<file path="config.mk">
export PLATFORM = sky130hd
export DESIGN_NAME = hazard_unit
export DESIGN_NICKNAME = d
export VERILOG_FILES = /design/src/rtl/hazard_unit.sv
export SDC_FILE = /design/constraint.sdc
export NUM_CORES = 1
export LEC_CHECK = 0
export CORE_ASPECT_RATIO = 1.2
export CORE_MARGIN = 5
export CORE_UTILIZATION = 40
export CTS_BUF_LIST = sky130_fd_sc_hd__clkbuf_4
export DETAILED_ROUTE_END_ITERATION = 7
export PLACE_DENSITY = 0.78
export SETUP_SLACK_MARGIN = 0.3
export SYNTH_ARGS = -nofsm -noshare
export SYNTH_HDL_FRONTEND = slang
export SYNTH_SLANG_ARGS = --single-unit
</file>
<file path="constraint.sdc">
create_clock -name clk -period 2.4 [get_ports clk]
set_input_delay 0.48 -clock clk [delete_from_list [all_inputs] [get_ports clk]]
set_output_delay 0.48 -clock clk [all_outputs]
set_load 0.01 [all_outputs]
</file>
<file path="src/rtl/hazard_unit.sv">
// Pipeline hazard controller: load-use stall, taken-branch flush and memory-wait hold,
// plus saturating stall/flush performance counters.
//
// state    | meaning
// ---------+----------------------------------------------------------------
// RUN      | normal issue; branch flush or load-use stall may be raised
// LU_STALL | bubble already inserted for a load; load-use check is ignored
// MEM_WAIT | data memory was busy last cycle; behaves as RUN once it frees up
module hazard_unit (
    input  logic        clk,
    input  logic        rst,
    input  logic [4:0]  ID_reg_address_rs,
    input  logic [4:0]  ID_reg_address_rt,
    input  logic        ID_uses_rt,
    input  logic        EXE_mem_read,
    input  logic [4:0]  EXE_reg_address_rt,
    input  logic        EXE_branch_taken,
    input  logic        mem_busy,
    input  logic        clear_counters,
    output logic        pc_write,
    output logic        IF_ID_write,
    output logic        IF_ID_flush,
    output logic        ID_EXE_flush,
    output logic        pipe_hold,
    output logic [1:0]  state,
    output logic [15:0] stall_cycles,
    output logic [15:0] flush_events
);

    typedef enum logic [1:0] {
        ST_RUN      = 2'd0,
        ST_LU_STALL = 2'd1,
        ST_MEM_WAIT = 2'd2
    } state_t;

    localparam logic [15:0] CNT_MAX = 16'hFFFF;

    state_t      state_q, state_d;
    logic [15:0] stall_cycles_q, stall_cycles_d;
    logic [15:0] flush_events_q, flush_events_d;

    logic        lu;
    logic        rs_match;
    logic        rt_match;
    logic        lu_armed;

    // Register zero is hard-wired, so a load targeting it never creates a dependency.
    always_comb begin
        rs_match = (EXE_reg_address_rt == ID_reg_address_rs);
        rt_match = ID_uses_rt && (EXE_reg_address_rt == ID_reg_address_rt);
        lu       = EXE_mem_read && (EXE_reg_address_rt != 5'd0) && (rs_match || rt_match);
    end

    // Encoding 3 falls into the default arm and is treated exactly like RUN.
    always_comb begin
        case (state_q)
            ST_LU_STALL: lu_armed = 1'b0;
            default:     lu_armed = 1'b1;
        endcase
    end

    always_comb begin
        pc_write     = 1'b1;
        IF_ID_write  = 1'b1;
        IF_ID_flush  = 1'b0;
        ID_EXE_flush = 1'b0;
        pipe_hold    = 1'b0;
        state_d      = ST_RUN;

        if (mem_busy) begin
            pc_write    = 1'b0;
            IF_ID_write = 1'b0;
            pipe_hold   = 1'b1;
            state_d     = ST_MEM_WAIT;
        end else if (EXE_branch_taken) begin
            IF_ID_flush  = 1'b1;
            ID_EXE_flush = 1'b1;
            state_d      = ST_RUN;
        end else if (lu && lu_armed) begin
            pc_write     = 1'b0;
            IF_ID_write  = 1'b0;
            ID_EXE_flush = 1'b1;
            state_d      = ST_LU_STALL;
        end
    end

    // A clear wins over any increment on the same edge.
    always_comb begin
        stall_cycles_d = stall_cycles_q;
        flush_events_d = flush_events_q;

        if (clear_counters) begin
            stall_cycles_d = 16'd0;
            flush_events_d = 16'd0;
        end else begin
            if (!pc_write && (stall_cycles_q != CNT_MAX)) begin
                stall_cycles_d = stall_cycles_q + 16'd1;
            end
            if (IF_ID_flush && (flush_events_q != CNT_MAX)) begin
                flush_events_d = flush_events_q + 16'd1;
            end
        end
    end

    always_ff @(posedge clk or posedge rst) begin
        if (rst) begin
            state_q        <= ST_RUN;
            stall_cycles_q <= 16'd0;
            flush_events_q <= 16'd0;
        end else begin
            state_q        <= state_d;
            stall_cycles_q <= stall_cycles_d;
            flush_events_q <= flush_events_d;
        end
    end

    assign state        = state_q;
    assign stall_cycles = stall_cycles_q;
    assign flush_events = flush_events_q;

endmodule

</file>
Word-level counts from Yosys, hierarchy flattened
Index checks and enable logic that the tools add are counted.

word-level totals
  register bits after elaboration = 34
  bits of input ports = 22
  output and inout port bits = 39
  logic and storage cells = 38

operators by class
  add/subtract/negate cells = 2
  equal/unequal tests = 5
  mux-type cells = 17
  reduce and logical (&&, ||, !) cells = 11

operator list
  operator                                                         number
  16-bit two-way mux                                               4
  16-bit by 1-bit adder with 16-bit output, second input constant  2
  16-bit != test, second input constant                            2
  1-bit two-way mux                                                12
  5-bit == test                                                    2
  1-bit logical AND                                                6
  5-bit nonzero test                                               1
  2-bit nonzero test                                               2
  2-bit by 1-bit == test with 1-bit output, second input constant  1
  2-bit two-way mux                                                1
  1-bit zero test                                                  1
  1-bit logical OR                                                 1

Longest topological paths before layout
Gate-level depths: netlist of the first run.

  word-level depth = 12
  mapped depth = 9
  depth with buffers taken out = 7

Worst setup path after synthesis of the first run
OpenSTA, ideal clock, no wires.

  path type = input to output
  start point = in EXE_reg_address_rt[0]
  end point = out pc_write
  arrival time = 1.758 ns
  required time = 1.920 ns
  path slack = 0.162 ns
  stages = 5
  path buffers = 1
  path through = or4_4 -> o211ai_2 -> inv_1 -> a21oi_1 -> buf_4

on the way
  longest elaborated chain between the ends = 8
  elaborated cells between the ends (all ways) = 11
  those cells by class = 2 x eq/ne; 3 x mux; 6 x reduce/logical

ends and longest elaborated chain
  element                              line  source
  start: declaration                   16    input logic [4:0] EXE_reg_address_rt,
  5-bit == test                        50    rt_match = ID_uses_rt && (EXE_reg_address_rt == ID_reg_address_rt);
  1-bit logical AND                    50
  1-bit logical OR                     51    lu = EXE_mem_read && (EXE_reg_address_rt != 5'd0) && (rs_match || rt_match);
  1-bit logical AND (*)                51
  1-bit logical AND (*)                79    end else if (lu && lu_armed) begin
  1-bit two-way mux (*) (3 in series)  -
  end: declaration                     20    output logic pc_write,

Every way passes the cells marked *; elsewhere a longest branch is shown, timed or not.

Final worst setup path of the first run
  start point = in EXE_reg_address_rt[0]
  end point = out ID_EXE_flush

on the way
  longest elaborated chain between the ends = 8
  elaborated cells between the ends (all ways) = 11
  those cells by class = 2 x eq/ne; 3 x mux; 6 x reduce/logical

ends and longest elaborated chain
  element                line  source
  5-bit == test          50
  1-bit logical AND      50
  1-bit logical OR       51
  1-bit logical AND (*)  51
  1-bit logical AND (*)  79
  1-bit two-way mux (*)  79
  1-bit two-way mux (*)  75    end else if (EXE_branch_taken) begin
  1-bit two-way mux (*)  70    if (mem_busy) begin
  end: declaration       23    output logic ID_EXE_flush,

Marks and branches as above.

==> summary.txt, run 1 <==
status -> finished, final reports clean
Clock Latency Late Sink -> 0.33 ns
fill count -> 424
FP Rows -> 28
main combinational cell family by area after synthesis -> simple AND/OR/NAND/NOR gates
Synth top area share -> 43.1%
syn_nets -> 238
GR Util met1 -> 19.4%
endpoints failing setup -> 0
top post-synthesis cells by area -> dfrtp_1 (43%), xnor2_1 (9.8%), nor2_1 (4.2%), a21oi_1 (3.5%), or3_1 (3.2%)
VDD IR max -> 0.255 mV
post-layout power -> 1.06 mW
WS Path Type -> in -> out
IO Port Bufs -> 60
Num Clock Sinks -> 34
multiplexer share of the synthesized area -> 1.77%
Sequential Power Share -> 55.1%
Internal -> 0.781 mW
aggregate global-route resource usage -> 16.5%
initial DRC count -> 67
Synthesis Warnings -> 0
clk slew on worst S/H paths -> 0.11 ns
cell count after synthesis -> 214
met2 usage in global routing -> 29.0%
sequential share of the synthesized area -> 43.1%
Via-to-Cell Ratio -> 5.28
GRT busiest layer -> met2
ratio of final minimum period to clock period -> 90.2%
Sequential Area -> 851 um2
Hold WS -> 0.518 ns
min Tclk post-route -> 2.16 ns
routed via count -> 1869
Routed Antenna Nets -> 0
DIE AREA -> 0.00645 mm2
Post-Synth Simple-Gate Area -> 25.3%
CTS Hold Buffers Added -> 0
#FFs+latches synth -> 34
Root Buffer -> clkbuf_4
antenna cells -> 0
met3 Resource Use GR -> 4.16%
share of layout cells above drive strength 1 -> 21.4%
Slew Limit Headroom -> 71.1%
CP Capture Type -> output pin
Final Slew Violations -> 0
DR pass1 iterations -> 4
HP Class -> in -> reg
pin count of the biggest net entering global routing -> 35
area of the multi-input gates -> 0.00112 mm2
deepest level of the CTS H-tree -> 2
Area Growth Syn to Fin -> 47.8%
Synth Area in Compound Gates -> 12.3%
initial antenna violation count -> 0
Comb power frac -> 18.3%
dominant cell type by area after synthesis -> dfrtp_1
Avg WL per Cell -> 14.9 um
die width -> 74.2 um
DP Wirelength -> 3.62 mm
grt ovf -> 0
Power Dens Cells -> 363 mW/mm2
CTS Buf Count -> 5
Syn Area/Cell -> 9.23 um2
Max Clk Rate -> 462 MHz
first-pass GRT wire length -> 8.39 mm
RSZ-0062 raised after global routing -> true
Switching Share -> 26.4%
max-cap violations -> 0
final setup TNS -> 0 ns
GP Congestion -> 0.787
vias in the first global route -> 1859
top fanout value on the critical path -> 2
Core ar. -> 0.00487 mm2
Post-route DRC -> 0
die height -> 87.0 um
adder-cell share of the synthesized area -> 1.27%
final wirelength -> 5.27 mm
Nets -> 319
starting density of the core -> 40.6%
startpoint types -> primary input
I/O pin count -> 61
Yosys cell types -> 44
Critical Path AT -> 1.68 ns
Post-Syn Area -> 0.00198 mm2
CTS tree -> done
Worst Skew -> 0.0136 ns
clock network power share -> 26.6%
Worst Path Required -> 1.92 ns
Hold Vio Cnt, Final -> 0
XOR/XNOR Fraction of Synth Area -> 10.6%
Least-Margin Pin Slew -> 0.433 ns
Bufs on Longest Clock Path -> 2
Net Sw Power -> 0.280 mW
Pleak -> 1.15 nW
==> layout make-up <==
type / count / area share, %
clock buffers: 5 / 1.29
clock inverters: 1 / 0.129
inverters: 12 / 1.54
multi-input cells: 159 / 38.5
flip-flops and latches: 34 / 29.1
well taps: 60 / 2.57
repair buffers: 83 / 26.8
==> registers in the layout (all words and copies together), names as in the netlist <==
name / cells
state: 2
flush_events: 16
stall_cycles: 16
==> cell usage after synthesis (all sizes together) <==
| library cell | count |
|---|---|
| nor4b | 1 |
| nor2 | 22 |
| ha | 2 |
| and3 | 3 |
| nor2b | 2 |
| or2 | 1 |
| buf | 6 |
| inv | 12 |
| or4 | 4 |
| o211ai | 1 |
| o21bai | 1 |
| mux2 | 1 |
| nand2b | 1 |
| nand2 | 11 |
| dfrtp | 34 |
| and3b | 1 |
| mux2i | 2 |
| nor4 | 4 |
| nor3 | 10 |
| a21oi | 17 |
| a211oi | 1 |
| nand4 | 6 |
| o21ai | 10 |
| o311a | 1 |
| or3 | 10 |
| o2111ai | 1 |
| o31ai | 4 |
| xnor2 | 22 |
| o22ai | 1 |
| clkbuf | 3 |
| and4 | 4 |
| a21boi | 1 |
| xor2 | 2 |
| nand3 | 12 |
==> worst max-delay path, stage by stage <==
cell and delay, ns:
buf_8 0.09, or4_4 0.56, buf_6 0.14, o2111ai_4 0.18, a21oi_2 0.07, buf_2 0.15
==> routing by layer <==
metal  part of all wire, %  routed length (um)
met1                    41                2160
met5                     0                   0
met3                   7.4                 388
met2                    50                2650
met4                   1.3                  69
==> power groups by stage <==
stage | Clock (mW) | Combinational (mW) | Sequential [mW]
after detailed placement | 0 | 0.173 | 0.597
after global routing | 0.304 | 0.211 | 0.586
after global placement | 0 | 0.171 | 0.597
final | 0.282 | 0.194 | 0.585
after floorplan | 0 | 0.0777 | 0.601
after CTS | 0.290 | 0.184 | 0.585
==> metrics by stage <==
stage | cell area, um2 | setup slack (ns) | util [%] | std cells
after floorplan | 1990 | 0.305 | - | 214
after CTS | 2850 | 0.241 | 58.4 | 351
after detailed placement | 2710 | -0.604 | 55.6 | 338
final | 2920 | 0.236 | 59.9 | 354
after global routing | 2920 | 0.195 | 59.9 | 354
after global placement | 2710 | -0.562 | 55.6 | 338
==> cell usage in the layout, fill, tap and decap left out, types with 2 or more instances in the layout <==
master and instances:
o21ai_1 9, clkdlybuf4s50_1 37, nor3_1 9, and4_1 3
and3_1 2, clkbuf_4 5, dlygate4sd2_1 11, nor2_1 21
nand3_1 11, or4_4 3, xnor2_1 19, xnor2_2 3
buf_6 7, mux2i_1 2, or3_1 10, nor4_1 4
xor2_1 2, buf_2 4, a21oi_1 10, a21oi_2 4
buf_4 17, nand4_1 6, inv_1 11, nand2_1 11
o31ai_1 4, clkdlybuf4s15_1 3, dfrtp_1 34, a21oi_4 3
==> repair_timing <==
action,4_1_cts,5_1_grt
pin swaps,19,10
endpoints found under the setup margin,20,15
cloned,0,1
buffers inserted,7,2
gates resized for setup,68,15
==> path summary, 6_finish.rpt <==
kind	depth (start not counted)	slack, ns	start	end
worst max-delay path	6	0.24	EXE_reg_address_rt[0]	ID_EXE_flush
worst min-delay path	2	0.52	EXE_branch_taken	state[0]
worst max register to register	8	0.36	stall_cycles[0]	stall_cycles[7]
worst min register to register	2	0.58	stall_cycles[8]	stall_cycles[8]
max in group asynchronous	3	1.54	rst	flush_events[15]
min in group asynchronous	3	0.54	rst	flush_events[13]
==> logic make-up after synthesis <==
| group | Yosys count |
|---|---|
| simple gates | 92 |
| fa+ha+maj | 2 |
| xor+xnor | 24 |
| mux | 3 |
| flops | 34 |
| buf+inv | 21 |
| compound gates | 38 |
Note: power is estimated with default switching activity, not from simulation.
==> run 2, diff against run 1 <==
- CORE_ASPECT_RATIO: 1.2 -> 0.6
- CORE_UTILIZATION: 40 -> 48
- PLACE_DENSITY: 0.78 -> 0.9
==> summary.txt, run 2 (synthesis gave the netlist of run 1 again) <==
Max Clk Rate -> 460 MHz (was 462 MHz)
starting density of the core -> 49.0% (was 40.6%)
worst setup margin -> 0.224 ns (was 0.236 ns)
Nets -> 324 (was 319)
Worst Path Required -> 1.92 ns (about the same)
Clock Latency Late Sink -> 0.33 ns (about the same)
CP Capture Type -> output pin (unchanged)
FP Rows -> 18 (was 28)
met3 WL -> 336 um (was 388 um)
grt ovf -> 0 (unchanged)
Root Buffer -> clkbuf_4 (unchanged)
worst reg2reg path depth -> 9 (was 8)
VDD IR max -> 0.238 mV (was 0.255 mV)
Least-Margin Pin Slew -> 0.432 ns (was 0.433 ns)
Avg WL per Cell -> 15.5 um (was 14.9 um)
RSZ-0062 raised after global routing -> true (unchanged)
I/O pin count -> 61 (unchanged)
first-pass GRT wire length -> 8.54 mm (was 8.39 mm)
RR Startpoint -> stall_cycles[0] (unchanged)
initial antenna violation count -> 0 (unchanged)
r2r setup slk -> 0.27 ns (was 0.36 ns)
die width -> 92.8 um (was 74.2 um)
Area Growth Syn to Fin -> 49.7% (was 47.8%)
HP Class -> in -> async (was in -> reg)
Pleak -> 1.17 nW (was 1.15 nW)
routed via count -> 1935 (was 1869)
Post-route DRC -> 0 (unchanged)
WL met2 -> 2.43 mm (was 2.65 mm)
Bufs on Longest Clock Path -> 2 (unchanged)
Final Slew Violations -> 0 (unchanged)
post-route cell area -> 0.00296 mm2 (was 0.00292 mm2)
min Tclk post-route -> 2.18 ns (was 2.16 ns)
DP Wirelength -> 3.82 mm (was 3.62 mm)
Power Dens Cells -> 366 mW/mm2 (was 363 mW/mm2)
initial DRC count -> 85 (was 67)
Worst Skew -> 0.00684 ns (was 0.0136 ns)
DR pass1 iterations -> 4 (unchanged)
Critical R2R Capture -> stall_cycles[12] (was stall_cycles[7])
share of layout cells above drive strength 1 -> 24.9% (was 21.4%)
max-cap violations -> 0 (unchanged)
Hold Vio Cnt, Final -> 0 (unchanged)
CTS Hold Buffers Added -> 0 (unchanged)
WS Path Type -> in -> out (unchanged)
die height -> 59.7 um (was 87.0 um)
Critical Path Sink -> pc_write (was ID_EXE_flush)
Num Clock Sinks -> 34 (unchanged)
antenna cells -> 0 (unchanged)
DIE AREA -> 0.00554 mm2 (was 0.00645 mm2)
Slew Limit Headroom -> 71.2% (was 71.1%)
pin count of the biggest net entering global routing -> 35 (unchanged)
endpoints failing setup -> 0 (unchanged)
deepest level of the CTS H-tree -> 2 (unchanged)
Area after DPL -> 0.00272 mm2 (was 0.00271 mm2)
ratio of final minimum period to clock period -> 90.7% (was 90.2%)
aggregate global-route resource usage -> 19.9% (was 16.5%)
clk slew on worst S/H paths -> 0.10 ns (was 0.11 ns)
status -> finished, final reports clean (unchanged)
Critical Path AT -> 1.70 ns (was 1.68 ns)
final wirelength -> 5.45 mm (was 5.27 mm)
GP Congestion -> 0.828 (was 0.787)
Core ar. -> 0.00403 mm2 (was 0.00487 mm2)
vias in the first global route -> 1822 (was 1859)
commonest non-fill, non-tap cell in the layout -> clkdlybuf4s50_1 (unchanged)
CTS Buf Count -> 5 (unchanged)
CTS tree -> done (unchanged)
final setup TNS -> 0 ns (unchanged)
pre-CTS WS -> -0.611 ns (was -0.604 ns)
crit path launch -> EXE_reg_address_rt[2] (was EXE_reg_address_rt[0])
top fanout value on the critical path -> 3 (was 2)
Routed Antenna Nets -> 0 (unchanged)
startpoint types -> primary input (unchanged)
IO Port Bufs -> 60 (unchanged)
most frequent cells in the layout -> clkdlybuf4s50_1 (37), dfrtp_1 (34), buf_4 (24), nor2_1 (22), xnor2_1 (19) (was clkdlybuf4s50_1 (37), dfrtp_1 (34), nor2_1 (21), xnor2_1 (19), buf_4 (17))
wire length on met1 -> 2.62 mm (was 2.16 mm)
Via-to-Cell Ratio -> 5.51 (was 5.28)
Top Metal Used -> met4 (unchanged)
[run 2: cell types whose count changed in the layout (fill, tap and decap cells not counted), moves of 2 or more]
cell / previous run / this run
buf_4: 17 / 24
clkdlybuf4s15_1: 3 / 8
dlygate4sd2_1: 11 / 6
a21oi_1: 10 / 6
a21oi_2: 4 / 8
or3_1: 10 / 6
or3_4: 0 / 4
clkinv_1: 1 / 3
[run 2: final cells by class]
cell class | count | area, um2
Tap cell | 50 | 62.6
Clock buffer | 5 | 37.5
Multi-Input combinational cell | 159 | 1140
Clock inverter | 3 | 11.3
Fill cell | 301 | 1070
Timing Repair Buffer | 88 | 811
Inverter | 12 | 45.0
Sequential cell | 34 | 851
[run 2: timing repair]
action                                  in CTS  in global routing
endpoints found under the setup margin      20                 14
gates cloned                                 0                  0
resized for setup                           73                 19
setup buffers                                9                  2
pin swaps                                   21                 23
[run 2: where the power goes]
part,switching (mW),internal [mW]
registers,0.00580,0.579
logic,0.0958,0.107
clock network,0.192,0.104
[run 2: how the worst min path moves through the flow]
stage / start / to / slack (ns) / depth (start not counted)
floorplan: mem_busy / state[1] / 0.51 / 0
global placement: flush_events[14] / flush_events[14] / 0.55 / 2
detailed placement: flush_events[14] / flush_events[14] / 0.57 / 2
CTS: rst / flush_events[4] / 0.53 / 3
global route: rst / stall_cycles[11] / 0.57 / 3
finish: rst / flush_events[4] / 0.53 / 3
[run 2: stage by stage]
step	std cells	hold WS (ns)	power [mW]	utilization (%)
CTS	349	0.526	1.08	71.4
floorplan	214	0.511	0.679	-
global placement	332	0.554	0.773	67.6
detailed placement	332	0.569	0.778	67.6
global route	351	0.568	1.13	73.4
finish	351	0.526	1.08	73.4
[run 2: worst max-delay path: stages]
cell      delay, ns
buf_8          0.09
or4_4          0.55
o211ai_2       0.19
inv_2          0.06
a21oi_4        0.18
buf_6          0.13
[run 2: layer usage]
metal	GRT usage, %	vias up
met3	5.79	9
met2	31.1	64
li1	-	937
met4	5.64	0
met1	27.3	925
met5	0	-
==> run 3, diff against run 2 <==
- CORE_UTILIZATION: 48 -> 44
- GPL_ROUTABILITY_DRIVEN: unset -> 0
- PLACE_DENSITY: 0.9 -> 0.87
- clock period: 2.4 -> 1.9 ns (I/O delays scaled with it)
==> summary.txt, run 3 (synthesis gave the netlist of run 1 again) <==
die width -> 96.5 um (was 92.8 um)
most frequent cells in the layout -> buf_4 (60), dfrtp_1 (29), dlygate4sd2_1 (27), nor2_1 (19), buf_6 (18) (was clkdlybuf4s50_1 (37), dfrtp_1 (34), buf_4 (24), nor2_1 (22), xnor2_1 (19))
vias in the first global route -> 2167 (was 1822)
Pleak -> 1.65 nW (was 1.17 nW)
Core ar. -> 0.00421 mm2 (was 0.00403 mm2)
Num Clock Sinks -> 34 (unchanged)
Clock Latency Late Sink -> 0.35 ns (was 0.33 ns)
Bufs on Longest Clock Path -> 2 (unchanged)
IO Port Bufs -> 60 (unchanged)
first-pass GRT wire length -> 10.8 mm (was 8.54 mm)
Worst Skew -> 0.00988 ns (was 0.00684 ns)
FP Rows -> 18 (unchanged)
Worst Path Required -> 1.52 ns (was 1.92 ns)
worst reg2reg path depth -> 8 (was 9)
DR pass1 iterations -> 4 (unchanged)
grt ovf -> 0 (unchanged)
r2r setup slk -> -0.10 ns (was 0.27 ns)
CP Capture Type -> output pin (unchanged)
Critical Path AT -> 1.65 ns (was 1.70 ns)
GR Util met1 -> 30.5% (was 27.3%)
area of the multi-input gates -> 0.00142 mm2 (was 0.00114 mm2)
CTS tree -> done (unchanged)
Max Clk Rate -> 494 MHz
deepest level of the CTS H-tree -> 2 (unchanged)
Via-to-Cell Ratio -> 5.48 (was 5.51)
HP Class -> in -> async (unchanged)
CTS Buf Count -> 5 (unchanged)
GRT busiest layer -> met2 (unchanged)
Hold WS -> 0.356 ns (was 0.526 ns)
aggregate global-route resource usage -> 24.1% (was 19.9%)
DIE AREA -> 0.00597 mm2 (was 0.00554 mm2)
commonest non-fill, non-tap cell in the layout -> buf_4 (was clkdlybuf4s50_1)
startpoint types -> primary input (unchanged)
met3 Resource Use GR -> 6.50% (was 5.79%)
Least-Margin Pin Slew -> 0.370 ns (was 0.432 ns)
number of cells after detailed placement -> 377 (was 332)
top fanout value on the critical path -> 3 (unchanged)
Slew Limit Headroom -> 75.2% (was 71.2%)
RR Startpoint -> stall_cycles[0] (unchanged)
VDD IR max -> 0.394 mV (was 0.238 mV)
Post-Layout Cell Count -> 409 (was 351)
CTS Hold Buffers Added -> 0 (unchanged)
endpoints failing setup -> 14 (was 0)
antenna cells -> 0 (unchanged)
post-layout power -> 1.48 mW (was 1.08 mW)
die height -> 61.9 um (was 59.7 um)
min Tclk post-route -> 2.03 ns
Hold Vio Cnt, Final -> 0 (unchanged)
Slowest cell on crit path -> or4_4 (unchanged)
fill count -> 210 (was 301)
worst setup margin -> -0.126 ns (was 0.224 ns)
WS Path Type -> in -> out (unchanged)
status -> finished with violations (was finished, final reports clean)
pre-CTS WS -> -0.935 ns (was -0.611 ns)
Nets -> 373 (was 324)
crit path launch -> EXE_reg_address_rt[3] (was EXE_reg_address_rt[2])
DP Wirelength -> 4.58 mm (was 3.82 mm)
Area Growth Syn to Fin -> 86.2% (was 49.7%)
routed via count -> 2240 (was 1935)
Sequential Area -> 857 um2 (was 851 um2)
I/O pin count -> 61 (unchanged)
share of layout cells above drive strength 1 -> 46.1% (was 24.9%)
starting density of the core -> 46.9% (was 49.0%)
max-cap violations -> 0 (unchanged)
final wirelength -> 7.62 mm (was 5.45 mm)
Root Buffer -> clkbuf_4 (unchanged)
pin count of the biggest net entering global routing -> 26 (was 35)
Post-route DRC -> 0 (unchanged)
Final Slew Violations -> 0 (unchanged)
delay-heaviest family, CP -> simple AND/OR/NAND/NOR gates (unchanged)
violated checks -> setup timing
clk slew on worst S/H paths -> 0.11 ns (was 0.10 ns)
Routed Antenna Nets -> 0 (unchanged)
Buf+Inv Stages, Crit Path -> 3 (unchanged)
crit-path max cell delay -> 0.56 ns (was 0.55 ns)
met2 usage in global routing -> 42.5% (was 31.1%)
Critical R2R Capture -> stall_cycles[7] (was stall_cycles[12])
Power Dens Cells -> 402 mW/mm2 (was 366 mW/mm2)
critical-path cell list -> buf_6 > or4_4 > o211ai_4 > inv_2 > a21oi_4 > buf_6 (was buf_8 > or4_4 > o211ai_2 > inv_2 > a21oi_4 > buf_6)
ratio of final minimum period to clock period -> 107%
initial antenna violation count -> 0 (unchanged)
initial DRC count -> 125 (was 85)
Avg WL per Cell -> 18.6 um (was 15.5 um)
RSZ-0062 raised after global routing -> true (unchanged)
most frequent cell on the critical path -> buf_6
-- run 3: cell count changes in the layout (fill, tap and decap cells not counted), sizes merged, moves of 3 or more --
cell | before | now
clkdlybuf4s50 | 37 | 2
clkdlybuf4s15 | 8 | 16
buf | 36 | 87
dlygate4sd2 | 6 | 27
clkinv | 3 | 0
clkbuf | 6 | 10
-- run 3: repair_timing --
item | 4_1_cts | 5_1_grt
setup endpoints to repair | 70 | 48
setup buffers | 11 | 13
gates resized for setup | 144 | 47
gates cloned | 0 | 1
pin swaps | 43 | 33
-- run 3: layout make-up --
class / count / share of cell area [%]
Inverter: 12 / 1.22
Timing Repair Buffer: 137 / 33.5
Tap cell: 60 / 2.04
Sequential cell: 34 / 23.3
Clock buffer: 7 / 1.43
Multi-Input combinational cell: 159 / 38.5
-- run 3: tightest hold or removal path, stage by stage --
cell             delay [ns]
clkdlybuf4s50_1        0.41
inv_1                  0.08
buf_4                  0.21
-- run 3: routing by layer --
| layer | up-vias | share of wire [%] | wire length (um) |
|---|---|---|---|
| met5 | - | 0 | 0 |
| met4 | 0 | 2.5 | 188 |
| met3 | 18 | 7.4 | 560 |
| met2 | 85 | 49 | 3700 |
| met1 | 1101 | 42 | 3160 |
| li1 | 1036 | - | - |
-- run 3: worst max-delay path by stage --
stage | to | cells after the start
floorplan | stall_cycles[1] | 8
global placement | IF_ID_write | 6
global route | stall_cycles[12] | 8
CTS | pc_write | 6
finish | IF_ID_write | 6
detailed placement | IF_ID_write | 6
-- run 3: metrics by stage --
step                      area [um2]  utilization, %  TNS (ns)
after CTS                       3370            80.1    -0.676
final                           3680            87.3    -0.847
after floorplan                 2070               -    -0.159
after global routing            3680            87.3     -1.96
after detailed placement        3080            73.1    -15.47
after global placement          3080            73.1    -14.62
-- run 3: where the power goes --
part	switching [mW]	internal (mW)	leakage (nW)
clock network	0.245	0.168	0.0322
registers	0.00791	0.732	0.463
logic	0.153	0.171	1.15
total	0.406	1.07	1.65
